<file path="src/rtl/boruss_control_unit.sv">
// boruss_control_unit: program sequencer for the Boruss CPU; fetches from a combinational
// ROM, decodes NOP/JMP/LOAD and holds the LED accumulator, with an optional step prescaler.
module boruss_control_unit #(
    parameter int          STEP_DIV = 1,
    parameter logic [7:0]  RESET_PC = 8'h00
) (
    input  logic        clk,
    input  logic        rst_n,
    input  logic        run,
    output logic [7:0]  rom_address,
    input  logic [7:0]  rom_data,
    output logic [7:0]  reg_a,
    output logic [7:0]  pc,
    output logic        state,
    output logic        jmp_taken,
    output logic [15:0] instr_count
);
    typedef enum logic {FETCH = 1'b0, JMP_TARGET = 1'b1} state_t;
    localparam logic [15:0] DIV_MAX = 16'(STEP_DIV - 1);
    state_t      cur, nxt;
    logic [15:0] div_cnt, cnt_nxt;
    logic [7:0]  pc_nxt, a_nxt;
    logic        step, jmp_nxt;
    assign step        = run && (div_cnt == DIV_MAX);
    assign rom_address = pc;
    assign state       = cur;
    always_comb begin
        nxt     = cur;
        pc_nxt  = pc;
        a_nxt   = reg_a;
        cnt_nxt = instr_count;
        jmp_nxt = 1'b0;
        if (step) begin
            if (cur == JMP_TARGET) begin
                pc_nxt  = rom_data;
                nxt     = FETCH;
                cnt_nxt = instr_count + 16'd1;
                jmp_nxt = 1'b1;
            end else begin
                pc_nxt  = pc + 8'd1;
                nxt     = (rom_data == 8'h80) ? JMP_TARGET : FETCH;
                cnt_nxt = (rom_data == 8'h80) ? instr_count : instr_count + 16'd1;
                a_nxt   = (rom_data == 8'h00 || rom_data == 8'h80) ? reg_a : rom_data;
            end
        end
    end
    always_ff @(posedge clk or negedge rst_n) begin
        if (!rst_n) begin
            cur         <= FETCH;
            pc          <= RESET_PC;
            reg_a       <= 8'h00;
            instr_count <= 16'h0000;
            jmp_taken   <= 1'b0;
            div_cnt     <= 16'h0000;
        end else begin
            cur         <= nxt;
            pc          <= pc_nxt;
            reg_a       <= a_nxt;
            instr_count <= cnt_nxt;
            jmp_taken   <= jmp_nxt;
            div_cnt     <= !run ? div_cnt : (step ? 16'h0000 : div_cnt + 16'd1);
        end
    end
endmodule

</file>
<file path="config.mk">
export PLATFORM = sky130hd
export DESIGN_NAME = boruss_control_unit
export DESIGN_NICKNAME = d
export VERILOG_FILES = /design/src/rtl/boruss_control_unit.sv
export SDC_FILE = /design/constraint.sdc
export NUM_CORES = 1
export LEC_CHECK = 0
export ABC_AREA = 1
export ABC_CLOCK_PERIOD_IN_PS = 3100
export CORE_ASPECT_RATIO = 2
export CORE_MARGIN = 4
export CORE_UTILIZATION = 35
export DETAILED_ROUTE_END_ITERATION = 10
export SLEW_MARGIN = 20
export SYNTH_ARGS = -nofsm -noshare
export SYNTH_HDL_FRONTEND = slang
export SYNTH_SLANG_ARGS = --single-unit
</file>
<file path="constraint.sdc">
create_clock -name clk -period 3.1 [get_ports clk]
set_clock_uncertainty 0.2 [all_clocks]
set_input_delay 0.93 -clock clk [delete_from_list [all_inputs] [get_ports clk]]
set_output_delay 0.93 -clock clk [all_outputs]
set_load 0.02 [all_outputs]
</file>
# After elaboration in Yosys (flattened, before gate mapping)
# Cells that the tools add are included.
# totals
ff_bits,50
inputBits,11
# classes
addsub,3
eq_ne,2
n_mux,8
n_bitwise,2
n_reduce_logical,6
# op_table
operator,n
2-to-1 mux 16 bit,3
"adder 16 x 1 -> 16 bit, second input constant",2
zero test 16 bit,1
"adder 8 x 1 -> 8 bit, second input constant",1
"== test 8 bit, second input constant",1
zero test 8 bit,1
2-to-1 mux 8 bit,1
2-to-1 mux 1 bit,4
AND reduction 3 bit,1
"inequality test 2 bit, second input constant",1
NOT 1 bit,2
AND reduction 2 bit,1
logical AND 1 bit,1
logical OR 1 bit,1

# Logic depth before layout (Yosys ltp)
# Gate-level depths: netlist (run 1).
# logic_depth
word_depth,4
ltp_mapped,10
mapped_depth_nobuf,10

# Worst setup path after synthesis (run 1)
# OpenSTA, ideal clock, no wires.
# synth_timing
kind,input -> register
from,input port rom_data[6]
to,register instr_count[6]
setup_time_ns,0.123
t_arrival_ns,1.636
setup_slack_ns,1.141
stages,9
n_path_buf,1
path_cell_list,inv_1 -> nand2_1 -> nor2_1 -> nand2_1 -> nor2_4 -> nor2_4 -> buf_6 -> nand2_1 -> nand2_1
# synth_via
elab_chain_len,3
# synth_lines
item,line_no,source
from (decl),11,"input logic [7:0] rom_data,"
== test 8 bit,42,cnt_nxt = (rom_data == 8'h80) ? instr_count : instr_count + 16'd1;
inequality test 2 bit (no line),n/a,
AND reduction 2 bit (no line),n/a,
to (signal assigned),59,instr_count <= cnt_nxt;
to (decl),16,output logic [15:0] instr_count
# Every way passes these cells.
# A chain may end at the register's enable or synchronous reset.

# Final worst setup path (run 1)
# layout_timing
from,register pc[2]
to,output port rom_address[2]
# layout_lines
item,line_no,source
from (decl),13,"output logic [7:0] pc,"
from (signal assigned),57,pc <= pc_nxt;
to (decl),10,"output logic [7:0] rom_address,"
# No word-level cell between the ends.

==> flow_summary_export.csv, run 1 <==
group,metric,value,unit
clocking,clock-sinks,50,
drt,routed_wl,9010,um
floorplanning,coreArea,8650,um^2
layout,seq_area,1250,um^2
hold_path,holdCritStartpoint,"reg_a[7]$_DFFE_PN0P_",
grt,first_global_vias,3209,
clocking,postCtsHoldBufs,0,
yosys,syn_inst,451,
drt,first_iter_violations,153,
layout,drive_above_1_share,6.15,%
yosys,yosys_warnings,0,
power_and_ir_drop,power.leakage,0.00184,uW
critical_path,reg2reg_to,"div_cnt[0]$_DFFE_PN0P_",
power_and_ir_drop,p_int,1090,uW
yosys,yosysSeqAreaShare,40.1,%
critical_path,cp_slowest_stage_delay,690,ps
critical_path,worst-path-max-fanout,8,
critical_path,path_cells,"clkdlybuf4s50_1",
clocking,numCtsBuffers,5,
critical_path,critPathKind,"flop to output port",
drt,ant_nets,0,
sta,worst_slew_pin_slew,564,ps
power_and_ir_drop,p_sw,436,uW
yosys,ys_types,28,
drt,wl_per_cell,14.9,um
clocking,post_cts_buffers,0,
sta,fin_setup_tns,0,ps
placed_design,dp_hpwl,7220,um
power_and_ir_drop,finalPower,1520,uW
power_and_ir_drop,powerDensity,395,nW/um^2
sta,finalHoldViolations,0,
floorplanning,fp-row-count,48,
critical_path,worst_ep_required_time,1970,ps
yosys,synth_seq_cells,50,
critical_path,worst-endpoint-arrival,1510,ps
layout,fin_cells,604,
critical_path,cp-start-kind,"flop",
hold_path,worstHoldPathType,"flop to flop",
clocking,clkSlewWorstSetupHoldPaths,70,ps
grt,grt-ovfl-total,0,
yosys,synth_fp_nets,466,
placed_design,io_buffers,52,
grt,antenna_found_initial,0,
sta,finalCritPeriodShare,85.1,%
floorplanning,die_h,142,um
sta,finalCriticalPeriod,2640,ps
yosys,synth_area_leaders,"dfrtp_1 40%, nand2_1 19%, inv_1 6.7%",
grt,grt_start_max_net_pins,24,
clocking,htreeDepth,2,
flow_run,cap_viol_max_count,0,
layout,antenna_cells,0,
hold_path,hold_depth,2,
drt,vias,3059,
power_and_ir_drop,vdd_ir_drop_max,0.271,mV
power_and_ir_drop,pwr-share-seq,49.5,%
critical_path,cp_slowest_cell,"clkdlybuf4s50_1",
hold_path,hold_path_end,"reg_a[7]$_DFFE_PN0P_",
layout,fillers,891,
power_and_ir_drop,combPwrFrac,13.4,%
power_and_ir_drop,pwr-share-clk,37.2,%
sta,max_freq,379,MHz
outcome,status,"completed",
sta,max_slew_margin,62.4,%
sta,drv_slew,0,
critical_path,crit_start,"pc[2]$_DFFE_PN0P_",
critical_path,r2r_slack,1130,ps
floorplanning,dieArea,10600,um^2
grt,grt_pass1_wl,14900,um
layout,fin_nets,518,
placed_design,dp_cells,596,
placed_design,gp_congestion,0.924,
clocking,clk_path_buf_depth,2,
critical_path,end_kind,"output port",
power_and_ir_drop,switching_share,28.6,%
critical_path,path_buf_inv,1,
drt,dr.pass1.iters,4,
layout,multiInputGateArea,1540,um^2
clocking,root_buffer,"clkbuf_16",
yosys,syn_area,3120,um^2
yosys,synth_top_cell_by_area,"dfrtp_1",
clocking,clock_latency,300,ps
clocking,cts_resized,0,
grt,grtUsageTotal,18.5,%
critical_path,r2r_start,"div_cnt[0]$_DFFE_PN0P_",
layout,area_growth,23.5,%
floorplanning,initial_core_util,36.1,%
critical_path,cp_top_family,"buffers and inverters",
critical_path,worst_r2r_path_depth,9,
floorplanning,die_w,74.8,um
sta,setup_viol,0,
floorplanning,io-pin-count,53,
drt,post-route-drc-count,0,
yosys,syn_area_per_cell,6.92,um^2
clocking,cts_tree,"yes",
yosys,yosysTopAreaCellShare,40.1,%
sta,grt_setup_unrepaired,"false",
drt,vias_per_cell,5.06,
-- worst max-delay path by stage --
stage                             endpoint  slack [ps]  cells after the start
2_1_floorplan   instr_count[6]$_DFFE_PN0P_        1140                      9
3_3_place_gp   instr_count[10]$_DFFE_PN0P_         410                      6
3_5_place_dp    instr_count[7]$_DFFE_PN0P_         390                      6
4_1_cts                     rom_address[2]         450                      1
5_1_grt                     rom_address[2]         390                      1
6_report                    rom_address[2]         460                      1
-- kinds of logic after synthesis --
family	after synthesis	share of synthesized area (%)
and+or+nand+nor	273	37.3
DFF	50	40.1
buffers and inverters	73	10.7
adders and majority gates	4	1.60
AOI/OAI and AO/OA	38	6.69
xor gates and xnor gates	13	3.65
-- placed cells by master (no fill, tap or decap), drive strengths merged --
cell	count
xnor2	4
clkinv	2
clkdlybuf4s50	51
o21ai	30
and2	1
o21bai	2
nand4	9
nand3	41
dfrtp	50
inv	57
nand2	155
a21oi	3
buf	9
o211ai	2
ha	4
nor2	60
nor3	7
xor2	9
clkbuf	7
o22ai	1
-- sequential cells by signal, summed over array words and instances, names as in the netlist --
name	cells
div_cnt	16
instr_count	16
jmp_taken	1
pc	8
reg_a	8
state	1
-- power groups by stage --
stage          combinational [uW]  clock (uW)  sequential, uW
6_report                      204         566             754
5_1_grt                       239         599             760
4_1_cts                       208         581             753
3_5_place_dp                  207           0             765
3_3_place_gp                  205           0             764
2_1_floorplan                 141           0             745
-- synth_stat cells (all sizes together) --
master  count
nand3      41
nand4       9
a21oi       3
clkbuf      1
xnor2       4
clkinv      1
o22ai       1
dfrtp      50
o21ai      30
nor2       60
nand2     155
and2        1
inv        57
ha          4
o211ai      2
o21bai      2
xor2        9
buf        14
nor3        7
-- final cells by class --
cell class              count  area share, %
clock buffers               7           3.70
clock inverters             1          0.130
inverters                  58           5.65
multi-input cells         328           39.9
flip-flops and latches     50           32.5
well taps                 100           3.25
repair buffers             60           14.9
-- metrics by stage --
| stage | hold WS (ps) | setup slack, ps | area (um^2) | util (%) |
|---|---|---|---|---|
| after floorplan | 282 | 1140 | 3120 | - |
| after global placement | 275 | 412 | 3710 | 42.9 |
| after detailed placement | 273 | 391 | 3710 | 42.9 |
| after CTS | 289 | 447 | 3850 | 44.6 |
| after global routing | 311 | 390 | 3850 | 44.6 |
| final | 286 | 462 | 3850 | 44.6 |
-- routing by layer --
metal	wire [um]	share of wire, %	vias to the layer above	global-route usage, %
li1	-	-	1503	-
met1	3050	34	1451	17.6
met2	5130	57	72	34.8
met3	293	3.3	33	2.27
met4	531	5.9	0	12.1
met5	0	0	-	0
Power figures use the tool's default switching activity.
==> inputs of run 2 (changes only) <==
--- a/config.mk
+++ b/config.mk
@@ -8,9 +8,10 @@
 export ABC_AREA = 1
 export ABC_CLOCK_PERIOD_IN_PS = 3100
 export CORE_ASPECT_RATIO = 2
-export CORE_MARGIN = 4
+export CORE_MARGIN = 8
 export CORE_UTILIZATION = 35
 export DETAILED_ROUTE_END_ITERATION = 10
+export PLACE_DENSITY = 0.55
 export SLEW_MARGIN = 20
 export SYNTH_ARGS = -nofsm -noshare
 export SYNTH_HDL_FRONTEND = slang
==> flow_summary_export.csv, run 2 (synthesis gave the netlist of run 1 again) <==
group,metric,value,unit
critical_path,r2r_start,"div_cnt[0]$_DFFE_PN0P_",
floorplanning,die_h,150,um
layout,largestRegisters,"div_cnt (16), instr_count (16)",
drt,vias_per_cell,4.78,
grt,grt_start_max_net_pins,21,
power_and_ir_drop,power.leakage,0.00183,uW
drt,first_iter_violations,125,
layout,fillers,971,
sta,setup_viol,0,
critical_path,cp-start-kind,"input port",
layout,drive_above_1_share,5.79,%
sta,finalCritPeriodShare,85.1,%
critical_path,critPathKind,"input port to flop",
critical_path,worst-path-max-fanout,8,
layout,final_common_cell,"nand2_1",
drt,ant_nets,0,
clocking,clock-sinks,50,
grt,grtUsageMet2,20.1,%
grt,grt_pass1_wl,13200,um
sta,holdWs,281,ps
sta,drv_slew,0,
placed_design,place_ws,143,ps
clocking,clock_latency,290,ps
floorplanning,coreArea,8830,um^2
drt,vias,2884,
grt,grtUsageTotal,13.5,%
sta,grt_setup_unrepaired,"false",
critical_path,cp_common_cell,"nand2_1",
grt,busiest_layer,"met2",
critical_path,path_cells,"clkdlybuf4s50_1, nand2_1, nor2_1, nand2_1, nor2_4, nand2_1, nand2_1, nand2_1",
critical_path,cp_slowest_cell,"clkdlybuf4s50_1",
sta,fin_ws,463,ps
clocking,htreeDepth,2,
power_and_ir_drop,finalPower,1490,uW
sta,finalCriticalPeriod,2640,ps
power_and_ir_drop,vdd_ir_drop_max,0.233,mV
floorplanning,die_w,82.8,um
sta,finalHoldViolations,0,
layout,fin_nets,517,
layout,multiInputGateArea,1540,um^2
drt,post-route-drc-count,0,
grt,grt-ovfl-total,0,
floorplanning,initial_core_util,35.4,%
floorplanning,fp-row-count,49,
hold_path,holdCritStartpoint,"reg_a[6]$_DFFE_PN0P_",
layout,seq_area,1250,um^2
drt,wl_per_cell,13.2,um
floorplanning,dieArea,12400,um^2
critical_path,crit_start,"run",
critical_path,cp_slowest_stage_delay,690,ps
clocking,clk_path_buf_depth,2,
critical_path,worst-endpoint-arrival,2620,ps
placed_design,io_buffers,52,
clocking,cts_resized,0,
placed_design,dp_hpwl,6100,um
grt,antenna_found_initial,0,
sta,fin_setup_tns,0,ps
grt,first_global_vias,2725,
floorplanning,io-pin-count,53,
layout,antenna_cells,0,
critical_path,end_kind,"flop",
clocking,root_buffer,"clkbuf_16",
placed_design,gp_congestion,0.820,
clocking,cts_tree,"yes",
clocking,clkSlewWorstSetupHoldPaths,60,ps
drt,routed_wl,7940,um
clocking,numCtsBuffers,5,
clocking,postCtsHoldBufs,0,
critical_path,worst_ep_required_time,3080,ps
outcome,status,"completed",
hold_path,worstHoldPathType,"flop to flop",
layout,area_growth,23.0,%
sta,max_slew_margin,66.5,%
sta,max_freq,379,MHz
flow_run,cap_viol_max_count,0,
layout,mostFrequentLayoutCells,"154 x nand2_1, 56 x inv_1, 51 x clkdlybuf4s50_1, 50 x nor2_1, 50 x dfrtp_1",
grt,grt_use_met1,18.4,%
clocking,post_cts_buffers,0,
sta,worst_slew_pin_slew,501,ps
drt,dr.pass1.iters,4,
power_and_ir_drop,powerDensity,387,nW/um^2
grt,globalRouteMet3Util,2.95,%
==> run 2: final timing paths <==
path	slack, ps	cells after the start	to
max	460	8	reg_a[7]$_DFFE_PN0P_
min	280	2	reg_a[6]$_DFFE_PN0P_
max reg2reg	1070	9	reg_a[7]$_DFFE_PN0P_
min reg2reg	280	2	reg_a[6]$_DFFE_PN0P_
max in group asynchronous	1750	2	instr_count[2]$_DFFE_PN0P_
min in group asynchronous	350	1	div_cnt[0]$_DFFE_PN0P_
==> run 2: metal layers <==
| metal | routed length (um) | up-vias | part of all wire (%) |
|---|---|---|---|
| met5 | 0 | - | 0 |
| met4 | 130 | 0 | 1.6 |
| met3 | 474 | 7 | 6.0 |
| met2 | 3590 | 61 | 45 |
| met1 | 3740 | 1310 | 47 |
| li1 | - | 1506 | - |
==> run 2: critical path: cells and delay by family <==
| family | cells | cell delay, ps |
|---|---|---|
| buf+inv | 1 | 690 |
| simple gates | 7 | 990 |
==> run 2: where the power goes <==
group / switching, uW / internal, uW / total [uW]
clock: 227 / 312 / 539
sequential: 58.5 / 692 / 751
combinational: 122 / 74.8 / 197
total: 407 / 1080 / 1490
==> run 2: stage by stage <==
step | util (%) | cell area (um^2) | std cells
after CTS | 43.5 | 3840 | 603
after detailed placement | 41.9 | 3700 | 597
final | 43.5 | 3840 | 603
after global placement | 41.9 | 3700 | 597
after floorplan | - | 3120 | 451
after global routing | 43.5 | 3840 | 603
==> run 2: final cells by class <==
cell class | count | area share, %
tap | 102 | 3.32
inverter | 58 | 5.67
timing repair buffer | 59 | 14.8
sequential | 50 | 32.6
clock buffer | 6 | 3.62
multi-input combinational | 328 | 40.0
==> inputs of run 3 (changes only) <==
--- a/config.mk
+++ b/config.mk
@@ -6,7 +6,7 @@
 export NUM_CORES = 1
 export LEC_CHECK = 0
 export ABC_AREA = 1
-export ABC_CLOCK_PERIOD_IN_PS = 3100
+export CAP_MARGIN = 40
 export CORE_ASPECT_RATIO = 2
 export CORE_MARGIN = 8
 export CORE_UTILIZATION = 35
==> results of run 3 <==
No change in the layout: final DEF, timing and power equal those of run 2.
